[src/rtl/adder_pkg.sv]
// Shared definitions for the nibble-serial adder: digit width, FSM encoding and
// the signed-overflow rule applied to the final result.
package adder_pkg;

    localparam int unsigned DIGIT_W = 4;

    typedef enum logic [1:0] {
        StIdle,
        StRun,
        StDone
    } state_e;

    // Two's-complement overflow: operands agree in sign but the result does not.
    function automatic logic signed_ovf(input logic a_msb, input logic b_msb, input logic s_msb);
        return (a_msb == b_msb) && (s_msb != a_msb);
    endfunction

endpackage

[src/rtl/cla4.sv]
// Combinational 4-bit carry-lookahead adder: F = A + B + C0, carry out on C4.
module cla4
    import adder_pkg::*;
(
    input  logic [DIGIT_W-1:0] a,
    input  logic [DIGIT_W-1:0] b,
    input  logic               c0,
    output logic [DIGIT_W-1:0] f,
    output logic               c4
);

    logic [DIGIT_W-1:0] g;
    logic [DIGIT_W-1:0] p;
    logic               c1;
    logic               c2;
    logic               c3;

    always_comb begin
        g  = a & b;
        p  = a ^ b;
        c1 = g[0] | (p[0] & c0);
        c2 = g[1] | (p[1] & g[0]) | (p[1] & p[0] & c0);
        c3 = g[2] | (p[2] & g[1]) | (p[2] & p[1] & g[0]) | (p[2] & p[1] & p[0] & c0);
        c4 = g[3] | (p[3] & g[2]) | (p[3] & p[2] & g[1]) | (p[3] & p[2] & p[1] & g[0])
           | (p[3] & p[2] & p[1] & p[0] & c0);
        f  = p ^ {c3, c2, c1, c0};
    end

endmodule

[src/rtl/nibble_add_seq.sv]
// Sequential adder that sums two W-bit operands one 4-bit digit per cycle,
// LSB first, through a single shared carry-lookahead digit adder.
module nibble_add_seq
    import adder_pkg::*;
#(
    parameter int unsigned NIBBLES = 4
) (
    input  logic                         clk,
    input  logic                         rst,
    input  logic                         start,
    input  logic [DIGIT_W*NIBBLES-1:0]   a,
    input  logic [DIGIT_W*NIBBLES-1:0]   b,
    input  logic                         cin,
    output logic                         busy,
    output logic                         done,
    output logic [DIGIT_W*NIBBLES-1:0]   sum,
    output logic                         cout,
    output logic                         ovf
);

    localparam int unsigned W    = DIGIT_W * NIBBLES;
    localparam int unsigned IdxW = (NIBBLES > 1) ? $clog2(NIBBLES) : 1;
    localparam logic [IdxW-1:0] LastIdx = IdxW'(NIBBLES - 1);

    state_e            state_q, state_d;
    logic [IdxW-1:0]   idx_q, idx_d;
    logic [W-1:0]      a_q, a_d;
    logic [W-1:0]      b_q, b_d;
    logic              carry_q, carry_d;
    logic [W-1:0]      sum_q, sum_d;
    logic              cout_q, cout_d;
    logic              ovf_q, ovf_d;

    logic [DIGIT_W-1:0] digit_a;
    logic [DIGIT_W-1:0] digit_b;
    logic [DIGIT_W-1:0] digit_f;
    logic               digit_c4;

    // Digit mux written as an unrolled compare so every part-select is constant.
    always_comb begin
        digit_a = '0;
        digit_b = '0;
        for (int i = 0; i < int'(NIBBLES); i++) begin
            if (idx_q == IdxW'(i)) begin
                digit_a = a_q[i*DIGIT_W +: DIGIT_W];
                digit_b = b_q[i*DIGIT_W +: DIGIT_W];
            end
        end
    end

    cla4 u_cla4 (
        .a  (digit_a),
        .b  (digit_b),
        .c0 (carry_q),
        .f  (digit_f),
        .c4 (digit_c4)
    );

    always_comb begin
        state_d = state_q;
        idx_d   = idx_q;
        a_d     = a_q;
        b_d     = b_q;
        carry_d = carry_q;
        sum_d   = sum_q;
        cout_d  = cout_q;
        ovf_d   = ovf_q;

        case (state_q)
            StIdle, StDone: begin
                if (start) begin
                    a_d     = a;
                    b_d     = b;
                    carry_d = cin;
                    idx_d   = '0;
                    state_d = StRun;
                end else if (state_q == StDone) begin
                    state_d = StIdle;
                end
            end
            StRun: begin
                for (int i = 0; i < int'(NIBBLES); i++) begin
                    if (idx_q == IdxW'(i)) begin
                        sum_d[i*DIGIT_W +: DIGIT_W] = digit_f;
                    end
                end
                carry_d = digit_c4;
                if (idx_q == LastIdx) begin
                    // Top digit is being written now, so its MSB comes straight from the adder.
                    cout_d  = digit_c4;
                    ovf_d   = signed_ovf(a_q[W-1], b_q[W-1], digit_f[DIGIT_W-1]);
                    state_d = StDone;
                end else begin
                    idx_d = idx_q + 1'b1;
                end
            end
            default: state_d = StIdle;
        endcase
    end

    always_ff @(posedge clk) begin
        if (rst) begin
            state_q <= StIdle;
            idx_q   <= '0;
            a_q     <= '0;
            b_q     <= '0;
            carry_q <= 1'b0;
            sum_q   <= '0;
            cout_q  <= 1'b0;
            ovf_q   <= 1'b0;
        end else begin
            state_q <= state_d;
            idx_q   <= idx_d;
            a_q     <= a_d;
            b_q     <= b_d;
            carry_q <= carry_d;
            sum_q   <= sum_d;
            cout_q  <= cout_d;
            ovf_q   <= ovf_d;
        end
    end

    always_comb begin
        busy = (state_q == StRun);
        done = (state_q == StDone);
        sum  = sum_q;
        cout = cout_q;
        ovf  = ovf_q;
    end

endmodule

[config.mk]
export PLATFORM = sky130hd
export DESIGN_NAME = nibble_add_seq
export DESIGN_NICKNAME = d
export VERILOG_FILES = /design/src/rtl/adder_pkg.sv /design/src/rtl/cla4.sv /design/src/rtl/nibble_add_seq.sv
export SDC_FILE = /design/constraint.sdc
export NUM_CORES = 1
export LEC_CHECK = 0
export CORE_MARGIN = 8
export CORE_UTILIZATION = 47
export CTS_BUF_LIST = sky130_fd_sc_hd__clkbuf_4 sky130_fd_sc_hd__clkbuf_8
export DETAILED_ROUTE_END_ITERATION = 8
export PLACE_DENSITY = 0.78
export SLEW_MARGIN = 30
export SYNTH_ARGS = -nofsm -noshare
export SYNTH_HDL_FRONTEND = slang
export SYNTH_SLANG_ARGS = --single-unit
[constraint.sdc]
create_clock -name clk -period 2.66 [get_ports clk]
set_input_delay 0.532 -clock clk [delete_from_list [all_inputs] [get_ports clk]]
set_output_delay 0.532 -clock clk [all_outputs]
set_load 0.02 [all_outputs]
==> impl_metrics.py <==
metrics = {
    "outcome": {
        "status": "completed",
    },
    "place": {
        "gp_congestion": 0.886,
        "dp_cells": 432,
        "hpwl_mm": 4.38,
        "portBuffers": 55,
    },
    "logic_synthesis": {
        "synth.most_common_cell": "nand2_1",
        "synthCells": 321,
        "ys_top_cells_by_count": "nand2_1, a21oi_1, dfxtp_1",
        "yosysSeqAreaShare_pct": 44.6,
        "syn_nets": 366,
        "syn_area_sq_um": 2470,
        "synthFlopType": "dfxtp_1",
        "synth_cell_types": 34,
        "synth.avg_cell_area_sq_um": 7.69,
        "ys_seq_elements": 55,
        "yosys.area.top_type": "dfxtp_1",
        "synth_area_leaders": "dfxtp_1, nand2_1, a21oi_1",
        "async_flop_share_pct": 0,
        "ys_warn_count": 0,
        "yosysTopAreaCellShare_pct": 44.6,
        "synth_edf_count": 0,
    },
    "sta": {
        "max_slew_margin_pct": 63.6,
        "drv_slew": 0,
        "whs_ps": 458,
        "fin_crit_ps": 2460,
        "finalSetupTns_ps": 0,
        "fmax_mhz": 406,
        "post-route-period-util_pct": 92.5,
        "worst_pin_slew_ps": 545,
        "finalSetupViolations": 0,
        "fin_skew_ps": 2.54,
        "hold_viol_final": 0,
        "rsz0062_at_grt": "no",
    },
    "routing": {
        "first_pass_iters": 4,
        "vias": 2259,
        "via_per_inst": 5.12,
        "wl_per_cell_um": 13.5,
        "drtAntennaViolNets": 0,
        "drtIter0Drc": 175,
        "wl_mm": 5.94,
        "drc": 0,
    },
    "critical_path": {
        "required_ps": 2880,
        "path_max_fanout": 9,
        "cpPeakStageDelay_ps": 380,
        "rr_worst_depth": 12,
        "worst_setup_path_start_kind": "register",
        "timing.rr.end": "ovf",
        "rrSetupSlack_ps": 200,
        "cp_top_family": "compound AO/OA/AOI/OAI gates",
        "crit_type": "reg -> reg",
        "rr_startpoint": "idx_q[1]",
        "slowest_stage": "dfxtp_2",
        "path_cells": "inv_2 > ha_4 > buf_4 > nand3b_1 > a21oi_1 > a21oi_1 > o21ai_0 > ha_2 > o21ai_2 > o21ai_2 > a31o_1 > a311oi_2",
        "cp.arrival_ps": 2680,
        "endpoint_kind": "register",
        "cp_num_buf_inv": 2,
    },
    "run": {
        "drv_cap": 0,
    },
    "clock_tree": {
        "clock-sinks": 55,
        "cts_tree": "yes",
        "cts_buffers": 5,
        "worstSkewPairLatency_ps": 300,
        "cts-hold-fix-buffers": 0,
        "clk_path_buf_depth": 2,
        "clk_pin_slew_worst_paths_ps": 90,
        "htreeDepth": 2,
        "clock-root-buffer": "clkbuf_8",
    },
    "min_path": {
        "hp-start": "sum[7]",
        "hold_path_class": "reg -> reg",
        "whs_endpoint": "sum[7]",
        "min_path_cells": 2,
    },
    "global_route": {
        "grt_overflow": 0,
        "grt_max_degree": 56,
        "track_usage_pct": 15.5,
        "grt_antenna_before_repair": 0,
        "grt_pass1_vias": 2103,
        "grt_pass1_wl_mm": 9.78,
    },
    "floorplan": {
        "chipWidth_um": 88.5,
        "io_pins": 56,
        "die_y_um": 88.5,
        "rows": 26,
        "core_sq_um": 5070,
        "start_util_pct": 48.7,
        "dieArea_sq_um": 7830,
    },
    "final_layout": {
        "seq_area_sq_um": 1100,
        "fill_cells": 485,
        "final_nets": 415,
        "multi_input_area_sq_um": 1310,
        "syn_to_final_growth_pct": 30.7,
        "antennaDiodeCount": 0,
        "fin_cells": 441,
        "final_layout_size_suffix_gt1_share_pct": 10.8,
    },
    "power": {
        "p_per_area_nw_per_um2": 526,
        "p_leak_nw": 1.16,
        "peakVddDrop_mv": 0.252,
    },
}
tightest hold or removal path: stages, from the launching register on:
cell     delay, ps
dfxtp_1        320
nand2_1         50
a21oi_1         50
flip-flops by register name, summed over array words and instances, names as in the netlist:
name	count
ovf	1
idx_q	2
state_q	2
carry_q	1
a_q	16
b_q	16
cout	1
sum	16
placed cells by master (no fill, tap or decap), types with 2 or more instances in the layout:
master           instances
clkdlybuf4s50_1         54
buf_4                   10
nor2_1                  11
nand4_1                  5
o21ai_2                  2
ha_1                     3
a211oi_1                 7
ha_4                     3
a21oi_1                 62
nand3_1                  4
nand3b_1                 8
a21o_1                   2
and2_2                   3
o21ai_0                  3
ha_2                     2
and2_1                   2
dfxtp_1                 53
o21ai_1                  5
nand2_1                103
dfxtp_2                  2
nor2b_2                  2
clkbuf_8                 7
logic make-up (layout without fill, tap and decap cells):
kind of cell	count (synthesis)	in the layout	synth area share, %
and+or+nand+nor	147	147	26.3
AOI/OAI and AO/OA	85	85	19.4
DFF	55	55	44.6
buffers and inverters	24	74	4.56
adders and majority gates	9	9	4.86
xor gates and xnor gates	1	1	0.355
layout make-up:
class	count	share of cell area [%]
repair buffers	64	19.1
well taps	70	2.71
flip-flops and latches	55	34.2
clock buffers	8	3.22
multi-input cells	242	40.6
inverters	2	0.233
where the power goes:
part	internal, W	total [W]	switching [W]	leakage [nW]
clock	0.000248	0.000494	0.000246	0.0549
sequential	0.000864	0.000892	0.0000286	0.450
combinational	0.000151	0.000312	0.000161	0.657
routing by layer:
layer | GRT usage, % | wire (um)
met1 | 18.9 | 2660
met2 | 26.3 | 2860
met3 | 3.90 | 338
met4 | 4.45 | 82
met5 | 0 | 0
stage by stage:
| step | setup slack [ps] | utilization, % | area (sq um) | total power (W) |
|---|---|---|---|---|
| floorplan | 110 | - | 2470 | 0.00108 |
| global placement | 76.8 | 60.3 | 3060 | 0.00120 |
| finish | 200 | 63.6 | 3230 | 0.00170 |
| CTS | 0.940 | 62.5 | 3170 | 0.00170 |
| global route | 8.55 | 63.6 | 3230 | 0.00179 |
| detailed placement | 10.0 | 60.3 | 3060 | 0.00120 |
repair_timing:
action / CTS / global route
pin swaps: 0 / 3
endpoints found under the setup margin: 3 / 16
buffers inserted: 0 / 1
resized for setup: 2 / 17
worst max-delay path by stage:
stage | startpoint | endpoint | cells after the start
after floorplan | idx_q[0] | ovf | 12
after global placement | idx_q[1] | ovf | 12
after detailed placement | idx_q[1] | ovf | 12
after CTS | idx_q[0] | ovf | 10
after global routing | idx_q[0] | ovf | 11
final | idx_q[1] | ovf | 12
Power figures use the tool's default switching activity.
